### src/rtl/trace_cache_monitor_pkg.sv
// Shared definitions for trace_cache_monitor: FSM states and address-field width helpers.
// Optional feature macro: CACHE_MON_DIRTY_EN (per-line dirty tracking, write-back counting).
package trace_cache_monitor_pkg;

    typedef enum logic {
        ST_SWEEP = 1'b0,
        ST_RUN   = 1'b1
    } state_t;

    function automatic int off_width(input int line_bytes);
        return $clog2(line_bytes);
    endfunction

    function automatic int idx_width(input int sets);
        return $clog2(sets);
    endfunction

    function automatic int tag_width(input int addr_w, input int sets, input int line_bytes);
        return addr_w - $clog2(sets) - $clog2(line_bytes);
    endfunction

endpackage

### src/rtl/trace_cache_monitor_tag_array.sv
// cache_tag_array: SETS x {valid,[dirty],tag} with one combinational read port, one write port, sweep clear.
// Dirty storage and ports exist only when CACHE_MON_DIRTY_EN is defined.
module cache_tag_array
    import trace_cache_monitor_pkg::*;
#(
    parameter int SETS  = 64,
    parameter int TAG_W = 22,
    parameter int IDX_W = idx_width(SETS)
) (
    input  logic             clk_i,
    input  logic [IDX_W-1:0] rd_idx_i,
    output logic             rd_valid_o,
    output logic [TAG_W-1:0] rd_tag_o,
`ifdef CACHE_MON_DIRTY_EN
    output logic             rd_dirty_o,
    input  logic             wr_dirty_i,
`endif
    input  logic             wr_en_i,
    input  logic [IDX_W-1:0] wr_idx_i,
    input  logic [TAG_W-1:0] wr_tag_i,
    input  logic             clr_en_i,
    input  logic [IDX_W-1:0] clr_idx_i
);

    // No reset on storage: every line is swept invalid before any lookup is allowed.
    logic [SETS-1:0]  r_valid;
    logic [TAG_W-1:0] r_tag [SETS];

    always_ff @(posedge clk_i) begin
        if (clr_en_i) begin
            r_valid[clr_idx_i] <= 1'b0;
        end else if (wr_en_i) begin
            r_valid[wr_idx_i] <= 1'b1;
            r_tag[wr_idx_i]   <= wr_tag_i;
        end
    end

    assign rd_valid_o = r_valid[rd_idx_i];
    assign rd_tag_o   = r_tag[rd_idx_i];

`ifdef CACHE_MON_DIRTY_EN
    logic [SETS-1:0] r_dirty;

    always_ff @(posedge clk_i) begin
        if (clr_en_i) begin
            r_dirty[clr_idx_i] <= 1'b0;
        end else if (wr_en_i) begin
            r_dirty[wr_idx_i] <= wr_dirty_i;
        end
    end

    assign rd_dirty_o = r_dirty[rd_idx_i];
`endif

endmodule

### src/rtl/trace_cache_monitor.sv
// trace_cache_monitor: direct-mapped cache model over a CPU address stream, per-access hit/miss and totals.
// Define CACHE_MON_DIRTY_EN to enable dirty tracking and the write-back counter.
module trace_cache_monitor
    import trace_cache_monitor_pkg::*;
#(
    parameter int ADDR_W     = 32,
    parameter int LINE_BYTES = 16,
    parameter int SETS       = 64,
    parameter int CNT_W      = 32
) (
    input  logic              clk_i,
    input  logic              rst_n,
    input  logic              clear_i,
    input  logic              req_valid_i,
    output logic              req_ready_o,
    input  logic [ADDR_W-1:0] req_addr_i,
    input  logic              req_write_i,
    output logic              rsp_valid_o,
    output logic              rsp_hit_o,
    output logic [CNT_W-1:0]  hit_cnt_o,
    output logic [CNT_W-1:0]  miss_cnt_o,
    output logic [CNT_W-1:0]  wb_cnt_o
);

    localparam int OFF_W = off_width(LINE_BYTES);
    localparam int IDX_W = idx_width(SETS);
    localparam int TAG_W = tag_width(ADDR_W, SETS, LINE_BYTES);

    state_t           r_state, w_state_nxt;
    logic [IDX_W-1:0] r_sweep_idx;
    logic             r_rsp_valid, r_rsp_hit;
    logic [CNT_W-1:0] r_hit_cnt, r_miss_cnt;

    logic             w_accept, w_hit, w_sweep_clr, w_wr_en;
    logic [TAG_W-1:0] w_tag, w_rd_tag;
    logic [IDX_W-1:0] w_idx;
    logic             w_rd_valid;

    assign w_tag    = req_addr_i[ADDR_W-1 -: TAG_W];
    assign w_idx    = req_addr_i[OFF_W +: IDX_W];
    assign w_hit    = w_rd_valid & (w_rd_tag == w_tag);
    // A request coinciding with clear_i is dropped even though ready is high.
    assign w_accept = req_valid_i & req_ready_o & ~clear_i;

    assign req_ready_o = (r_state == ST_RUN);

    always_comb begin
        w_state_nxt = r_state;
        w_sweep_clr = 1'b0;
        case (r_state)
            ST_SWEEP: begin
                w_sweep_clr = 1'b1;
                if (!clear_i && r_sweep_idx == IDX_W'(SETS - 1)) begin
                    w_state_nxt = ST_RUN;
                end
            end
            ST_RUN: begin
                if (clear_i) begin
                    w_state_nxt = ST_SWEEP;
                end
            end
            default: w_state_nxt = ST_SWEEP;
        endcase
    end

    always_ff @(posedge clk_i or negedge rst_n) begin
        if (!rst_n) begin
            r_state     <= ST_SWEEP;
            r_sweep_idx <= '0;
        end else begin
            r_state <= w_state_nxt;
            if (clear_i || r_state == ST_RUN) begin
                r_sweep_idx <= '0;
            end else begin
                r_sweep_idx <= r_sweep_idx + IDX_W'(1);
            end
        end
    end

    always_ff @(posedge clk_i or negedge rst_n) begin
        if (!rst_n) begin
            r_rsp_valid <= 1'b0;
            r_rsp_hit   <= 1'b0;
            r_hit_cnt   <= '0;
            r_miss_cnt  <= '0;
        end else begin
            r_rsp_valid <= w_accept;
            r_rsp_hit   <= w_accept & w_hit;
            if (clear_i) begin
                r_hit_cnt  <= '0;
                r_miss_cnt <= '0;
            end else if (w_accept) begin
                if (w_hit) begin
                    if (r_hit_cnt != '1) r_hit_cnt <= r_hit_cnt + CNT_W'(1);
                end else if (r_miss_cnt != '1) begin
                    r_miss_cnt <= r_miss_cnt + CNT_W'(1);
                end
            end
        end
    end

    assign rsp_valid_o = r_rsp_valid;
    assign rsp_hit_o   = r_rsp_hit;
    assign hit_cnt_o   = r_hit_cnt;
    assign miss_cnt_o  = r_miss_cnt;

`ifdef CACHE_MON_DIRTY_EN
    logic             w_rd_dirty;
    logic             w_unused_off;
    logic [CNT_W-1:0] r_wb_cnt;

    assign w_unused_off = ^req_addr_i[OFF_W-1:0];
    // Lines only need rewriting on a miss or to set dirty on a write hit.
    assign w_wr_en      = w_accept & (~w_hit | req_write_i);

    always_ff @(posedge clk_i or negedge rst_n) begin
        if (!rst_n) begin
            r_wb_cnt <= '0;
        end else if (clear_i) begin
            r_wb_cnt <= '0;
        end else if (w_accept && !w_hit && w_rd_valid && w_rd_dirty && r_wb_cnt != '1) begin
            r_wb_cnt <= r_wb_cnt + CNT_W'(1);
        end
    end

    assign wb_cnt_o = r_wb_cnt;
`else
    logic w_unused_off;

    assign w_unused_off = ^{req_addr_i[OFF_W-1:0], req_write_i};
    assign w_wr_en      = w_accept & ~w_hit;
    assign wb_cnt_o     = '0;
`endif

    cache_tag_array #(
        .SETS  (SETS),
        .TAG_W (TAG_W),
        .IDX_W (IDX_W)
    ) u_tag_array (
        .clk_i      (clk_i),
        .rd_idx_i   (w_idx),
        .rd_valid_o (w_rd_valid),
        .rd_tag_o   (w_rd_tag),
`ifdef CACHE_MON_DIRTY_EN
        .rd_dirty_o (w_rd_dirty),
        .wr_dirty_i (req_write_i),
`endif
        .wr_en_i    (w_wr_en),
        .wr_idx_i   (w_idx),
        .wr_tag_i   (w_tag),
        .clr_en_i   (w_sweep_clr),
        .clr_idx_i  (r_sweep_idx)
    );

endmodule

### config.mk
export PLATFORM = sky130hd
export DESIGN_NAME = trace_cache_monitor
export DESIGN_NICKNAME = d
export VERILOG_FILES = /design/src/rtl/trace_cache_monitor_pkg.sv /design/src/rtl/trace_cache_monitor_tag_array.sv /design/src/rtl/trace_cache_monitor.sv
export SDC_FILE = /design/constraint.sdc
export NUM_CORES = 2
export LEC_CHECK = 0
export ABC_AREA = 1
export CAP_MARGIN = 20
export CORE_MARGIN = 1.5
export CORE_UTILIZATION = 40
export CTS_CLUSTER_SIZE = 12
export DETAILED_ROUTE_END_ITERATION = 7
export PLACE_DENSITY = 0.6
export SLEW_MARGIN = 20
export SYNTH_ARGS = -nofsm -noshare
export SYNTH_HDL_FRONTEND = slang
export SYNTH_SLANG_ARGS = --single-unit
### constraint.sdc
create_clock -name clk_i -period 9.9 [get_ports clk_i]
set_clock_uncertainty 0.2 [all_clocks]
set_input_delay 1.98 -clock clk_i [delete_from_list [all_inputs] [get_ports clk_i]]
set_output_delay 1.98 -clock clk_i [all_outputs]
set_load 0.005 [all_outputs]
== Yosys cells after proc, flatten, opt, wreduce, memory -nomap -nowiden ==
Memory sizes are Yosys's and may differ from the RTL's.
Cells that the tools add are included.

* Register bits after elaboration: 137
* Memory bits (writable): 1,408
* Bits of input ports: 37
* Memories: 1

{| class="wikitable"
|+ Memory list
! name !! words !! width !! read ports !! clocked after Yosys merged registers in !! write ports !! RTL line !! RTL
|-
| u_tag_array.r_tag || 64 || 22 || 1 || 0 || 1 || trace_cache_monitor_tag_array.sv:27 || <nowiki>logic [TAG_W-1:0] r_tag [SETS];</nowiki>
|}

* Add/sub/neg operators: 3
* Magnitude comparators: 4
* Equality and inequality tests: 6
* Muxes and demuxes: 23
* Bitwise gates (word level): 11
* Reduce and logical (&&, ||, !) cells: 11

{| class="wikitable"
|+ Operators with widths
! cell !! count
|-
| $mux 32 || 8
|-
| $mux 64 || 2
|-
| $add 32x1->32 const B || 2
|-
| $and 64x64->64 || 1
|-
| $ne 32x32->1 const B || 2
|-
| $not 64->64 || 1
|-
| $or 64x64->64 || 1
|-
| $eq 22x22->1 || 1
|-
| $lt 6x7->1 const B || 2
|-
| $demux 1 s6 || 2
|-
| $ge 6x1->1 const B || 2
|-
| $mux 1 || 8
|-
| $reduce_bool 2->1 || 4
|-
| $add 6x1->6 const B || 1
|-
| $bmux 1 s6 || 1
|-
| $eq 6x6->1 const B || 1
|-
| $mux 6 || 1
|-
| $reduce_and 3->1 || 2
|-
| $and 1x1->1 || 5
|-
| $logic_and 1x1->1 || 3
|-
| $not 1->1 || 3
|-
| $ne 2x1->1 const B || 1
|-
| $ne 2x2->1 const B || 1
|-
| $pmux 1 s2 || 1
|-
| other kinds (2) || 2
|}

== Depth between registers and ports, before layout ==
* Depth after elaboration: 8
* Mapped depth: 24
* Mapped depth without buffers: 20

== By module ==
A second synthesis with hierarchy kept.

* Cell total of the unflattened synthesis: 6,173
* Area, all modules: 66,525.1 um^2

{| class="wikitable"
|+ By module, submodules not included
! module !! instances !! cells an instance !! area each (um^2) !! sequential area each (um^2)
|-
| cache_tag_array || 1 || 5,186 || 60,495.5 || 44,202.4
|-
| trace_cache_monitor || 1 || 987 || 6,029.5 || 1,826.8
|}

== Worst setup path before layout ==
No wires, ideal clock.

* Path type: input port to flip-flop
* Start: input port req_addr_i[4]
* End: memory u_tag_array.r_tag[35][0], enable pin
* Setup time: 429 ps
* Arrival time: 5,472 ps
* Data required time: 9,271 ps
* Path slack: 3,799 ps
* Stages on the path: 19
* Buffers on the path: 5
* Path through: buf_4 > buf_2 > clkbuf_1 > or2_2 > o211ai_1 > nand2_1 > o21ai_0 > nand2_1 > nor2_1 > nand2_1 > nand2_1 > nand2_1 > nand2_1 > nor2_2 > nand3_2 > nand2_1 > buf_6 > buf_6 > nor3_1

* Word-level cells in the longest chain between the ends: 8

{| class="wikitable"
|+ RTL lines
! item !! RTL line !! RTL
|-
| start, declared || trace_cache_monitor.sv:16 || <nowiki>input logic [ADDR_W-1:0] req_addr_i,</nowiki>
|-
| $mem_v2 64x22 or $bmux 1 s6 (tied branches) || n/a ||
|-
| $eq 22x22->1 or $mux 1 (tied branches) || trace_cache_monitor.sv:41, trace_cache_monitor_tag_array.sv:38 ||
|-
| $and 1x1->1 || trace_cache_monitor.sv:41 || <nowiki>assign w_hit = w_rd_valid & (w_rd_tag == w_tag);</nowiki>
|-
| $not 1->1 || trace_cache_monitor.sv:131 || <nowiki>assign w_wr_en = w_accept & ~w_hit;</nowiki>
|-
| $and 1x1->1 || trace_cache_monitor.sv:131 ||
|-
| $mux 1 || trace_cache_monitor_tag_array.sv:32 || <nowiki>end else if (wr_en_i) begin</nowiki>
|-
| $mux 1 || trace_cache_monitor_tag_array.sv:30 || <nowiki>if (clr_en_i) begin</nowiki>
|-
| $mux 1 (implied by the code) || trace_cache_monitor_tag_array.sv:34 || <nowiki>r_tag[wr_idx_i] <= wr_tag_i;</nowiki>
|-
| end, declared || trace_cache_monitor_tag_array.sv:27 ||
|}

Several ways; a longest one is shown, not always the timed one. The select of a mux whose other input is x is not followed.

== Final worst setup path ==
* Start: input port req_addr_i[6]
* End: register u_tag_array.r_valid[15], enable pin

* Word-level cells in the longest chain between the ends: 6

{| class="wikitable"
|+ RTL lines
! item !! RTL line !! RTL
|-
| $mem_v2 64x22 or $bmux 1 s6 (tied branches) || n/a ||
|-
| $eq 22x22->1 or $mux 1 (tied branches) || trace_cache_monitor.sv:41, trace_cache_monitor_tag_array.sv:38 ||
|-
| $and 1x1->1 * || trace_cache_monitor.sv:41 ||
|-
| $not 1->1 * || trace_cache_monitor.sv:131 ||
|-
| $and 1x1->1 * || trace_cache_monitor.sv:131 ||
|-
| $ne 2x1->1 (no line) * || n/a ||
|-
| end signal, assigned by index || trace_cache_monitor_tag_array.sv:31 || <nowiki>r_valid[clr_idx_i] <= 1'b0;</nowiki>
|-
| end signal, assigned by index || trace_cache_monitor_tag_array.sv:33 || <nowiki>r_valid[wr_idx_i] <= 1'b1;</nowiki>
|-
| end, declared || trace_cache_monitor_tag_array.sv:26 || <nowiki>logic [SETS-1:0] r_valid;</nowiki>
|}

Mark *: on every way between the ends. The rest lies on a longest branch, timed or not. The select of a mux whose other input is x is not followed.
A chain may end at the register's enable or synchronous reset.

==> reports/metrics.yaml <==
clock_tree:
  cts_htree_levels: 4
  cts_root_buf: "clkbuf_16"
  cts.clk_slew.worst_paths_ns: 0.06
  numCtsBuffers: 165
  ctsHoldBuffers: 0
  cts_setup_buffers: 0
  clkSinkCount: 1545
  clock_path_buffers: 3
  cts_resized: 0
  tritoncts: "done"
  worstSkewPairLatency_ns: 0.79
power:
  clock_power_share: 0.423
  power_switching_mw: 3.08
  p_leak_nw: 29.9
  combPwrFrac: 0.054
  power_mw: 13.7
  p_int_mw: 10.6
  seqPwrFrac: 0.523
  p_sw_frac: 0.225
  p_per_area_mw_per_mm2: 180
  vdd_drop_max_uv: 190
synthesis:
  synth_common_cells: "nand2_1, edfxtp_1, inv_1"
  yosysMostFrequentCell: "nand2_1"
  ys.flop_type: "edfxtp_1"
  synth-seq-area-share: 0.682
  synth_top_family_by_area: "simple AND/OR/NAND/NOR gates"
  synth_compound_area_frac: 0.0619
  netlist.area_leader.share: 0.655
  async_reset_ff_frac: 0.0472
  synth-simple-area-share: 0.191
  syn-instance-count: 6425
  synthAdderAreaFrac: 0.000556
  synth_area_leaders: "edfxtp_1, nand2_1, inv_1"
  synth_area_mm2: 0.0675
  yosysWarningCount: 0
  synth_edf_count: 1472
  ys_seq_elements: 1545
  yosysTopAreaCell: "edfxtp_1"
  synth_xor_area_frac: 0.00765
  netlist-cell-type-count: 34
  synthMuxAreaShare: 0
  syn_area_per_cell_um2: 10.5
final_layout:
  layout-drive-gt1-share: 0.0832
  area_growth_pct: 12.9
  fin_nets: 6547
  fin_area_mm2: 0.0762
setup_path:
  crit_chain: "buf_4 > inv_2 > nor2_4 > buf_12 > o211ai_1 > nand2_1 > o21ai_1 > nand2_1 > nor2_1 > nand2_1 > nand2_1 > nand2_1 > nor2_1 > nand2_1 > nor2_2 > nand3_2 > nand2_4 > nand2_2 > buf_4"
  crit_top_cell: "nand2_1"
  crit_arrival_ns: 7.45
  cpPeakStageDelay_ns: 0.79
  criticalPathCategory: "input port to flop"
  crit_family: "simple AND/OR/NAND/NOR gates"
  cp.required_ns: 10.18
  crit_buf_inv: 4
  startpoint_type: "input port"
  cp-end-kind: "flop"
  crit_path_top_delay_cell: "inv_2"
  cp_max_fo: 39
sta:
  worst_pin_slew_ns: 1.16
  maxSlewViolCount: 0
  hold_viol_final: 0
  max_slew_margin: 0.229
  setup_viol_count_final: 0
  finalCritPeriodShare: 0.725
  fmax_mhz: 139
  fin_setup_tns_ns: 0
  period_needed_ns: 7.17
  rsz0062_at_grt: "no"
global_route:
  grt_max_degree: 181
  antenna_found_initial: 2
  grt_pass1_wl_um: 275000
  track_usage: 0.215
  grt-ovfl-total: 0
  grt_pass1_vias: 43116
drt:
  antenna_left: 0
  wire_per_inst_um: 21.2
  vias: 46307
  drt_first_pass_iters: 7
  via_per_inst: 5.24
  drtIter0Drc: 5097
  drc: 0
  drt-total-wl_um: 187000
placed_design:
  dp_hpwl_um: 106000
  place_area_mm2: 0.0712
  gp_congestion: 0.900
  numPortBuffers: 98
job:
  drv_cap: 0
floorplanning:
  ioPinCount: 136
  die_height_um: 414
  die_x_um: 414
  dieArea_mm2: 0.171
  fp.coreArea_mm2: 0.167
  start_util: 0.403
  fp-row-count: 150
hold_path:
  hold_path_class: "flop to flop"
status:
  outcome: "finished clean"
[state kept, by name, summed over array words and instances (netlist names)]
register and count:
u_tag_array.r_tag 1408, u_tag_array.r_valid 64, hit_cnt_o 32, miss_cnt_o 32, r_sweep_idx 6, req_ready_o 1
rsp_hit_o 1, rsp_valid_o 1
[power groups by stage]
stage	registers (mW)	logic [mW]	clock network, mW
6_report	7.15	0.743	5.79
4_1_cts	7.15	0.741	5.88
3_5_place_dp	7.29	0.738	0
3_3_place_gp	7.29	0.728	0
2_1_floorplan	7.29	0.406	0
5_1_grt	7.15	0.810	6.12
[stage by stage]
step / worst slack, ns / instances / hold slack [ns] / utilization
after global routing: 2.59 / 8827 / 0.358 / 0.455
after detailed placement: 1.96 / 8544 / 0.329 / 0.425
after CTS: 2.77 / 8827 / 0.338 / 0.455
after floorplan: 3.80 / 6456 / 0.293 / -
after global placement: 1.98 / 8544 / 0.312 / 0.425
final: 2.73 / 8832 / 0.334 / 0.455
[kinds of logic after synthesis]
group           count (synthesis)
compound gates                733
xor+xnor                       59
fa+ha+maj                       3
buf+inv                       911
flops                        1545
other cells                     1
simple gates                 3173
[layer usage]
layer / up-vias / wire length, um / global-route usage
li1: 21808 / - / -
met4: 0 / 5530 / 0.0701
met2: 1639 / 87600 / 0.350
met5: - / 0 / 0
met1: 22574 / 80800 / 0.298
met3: 286 / 13200 / 0.0305
[path summary, 6_finish.rpt]
path,startpoint,end,slack (ns),depth (start not counted)
worst max-delay path,req_addr_i[6],u_tag_array.r_valid[15]$_DFFE_PP_,2.73,19
worst min-delay path,r_sweep_idx[0]$_DFF_PN0_,r_sweep_idx[0]$_DFF_PN0_,0.33,1
worst max register to register,u_tag_array.r_tag[60][20]$_DFFE_PP_,u_tag_array.r_valid[15]$_DFFE_PP_,5.16,16
worst min register to register,r_sweep_idx[0]$_DFF_PN0_,r_sweep_idx[0]$_DFF_PN0_,0.33,1
max in group asynchronous,rst_n,miss_cnt_o[4]$_DFFE_PN0P_,7.98,1
min in group asynchronous,rst_n,hit_cnt_o[28]$_DFFE_PN0P_,1.03,1
[cell usage in the layout, fill, tap and decap left out, types with 30 or more instances in the layout]
cell type	n
a31oi_1	63
dfrtp_1	73
nand2_1	2197
inv_1	529
a21oi_1	97
nor2_1	381
or2_2	68
nand3_1	282
o211ai_1	173
o21ai_1	178
conb_1	32
clkdlybuf4s50_1	72
nand4_1	84
edfxtp_1	1472
clkinv_1	30
xor2_1	40
nor3_1	38
o21ai_0	221
clkbuf_1	50
clkbuf_16	171
nor3_2	70
buf_4	149
[layout make-up]
type	instances	area, um^2
Antenna cell	5	12.5
Clock buffer	222	4480
Clock inverter	61	485
Fill cell	15325	91200
Inverter	536	2020
Multi-Input combinational cell	4000	18200
Sequential cell	1545	46000
Tap cell	2204	2760
Timing Repair Buffer	259	2250
No activity file was read; power rests on OpenSTA's default activity.
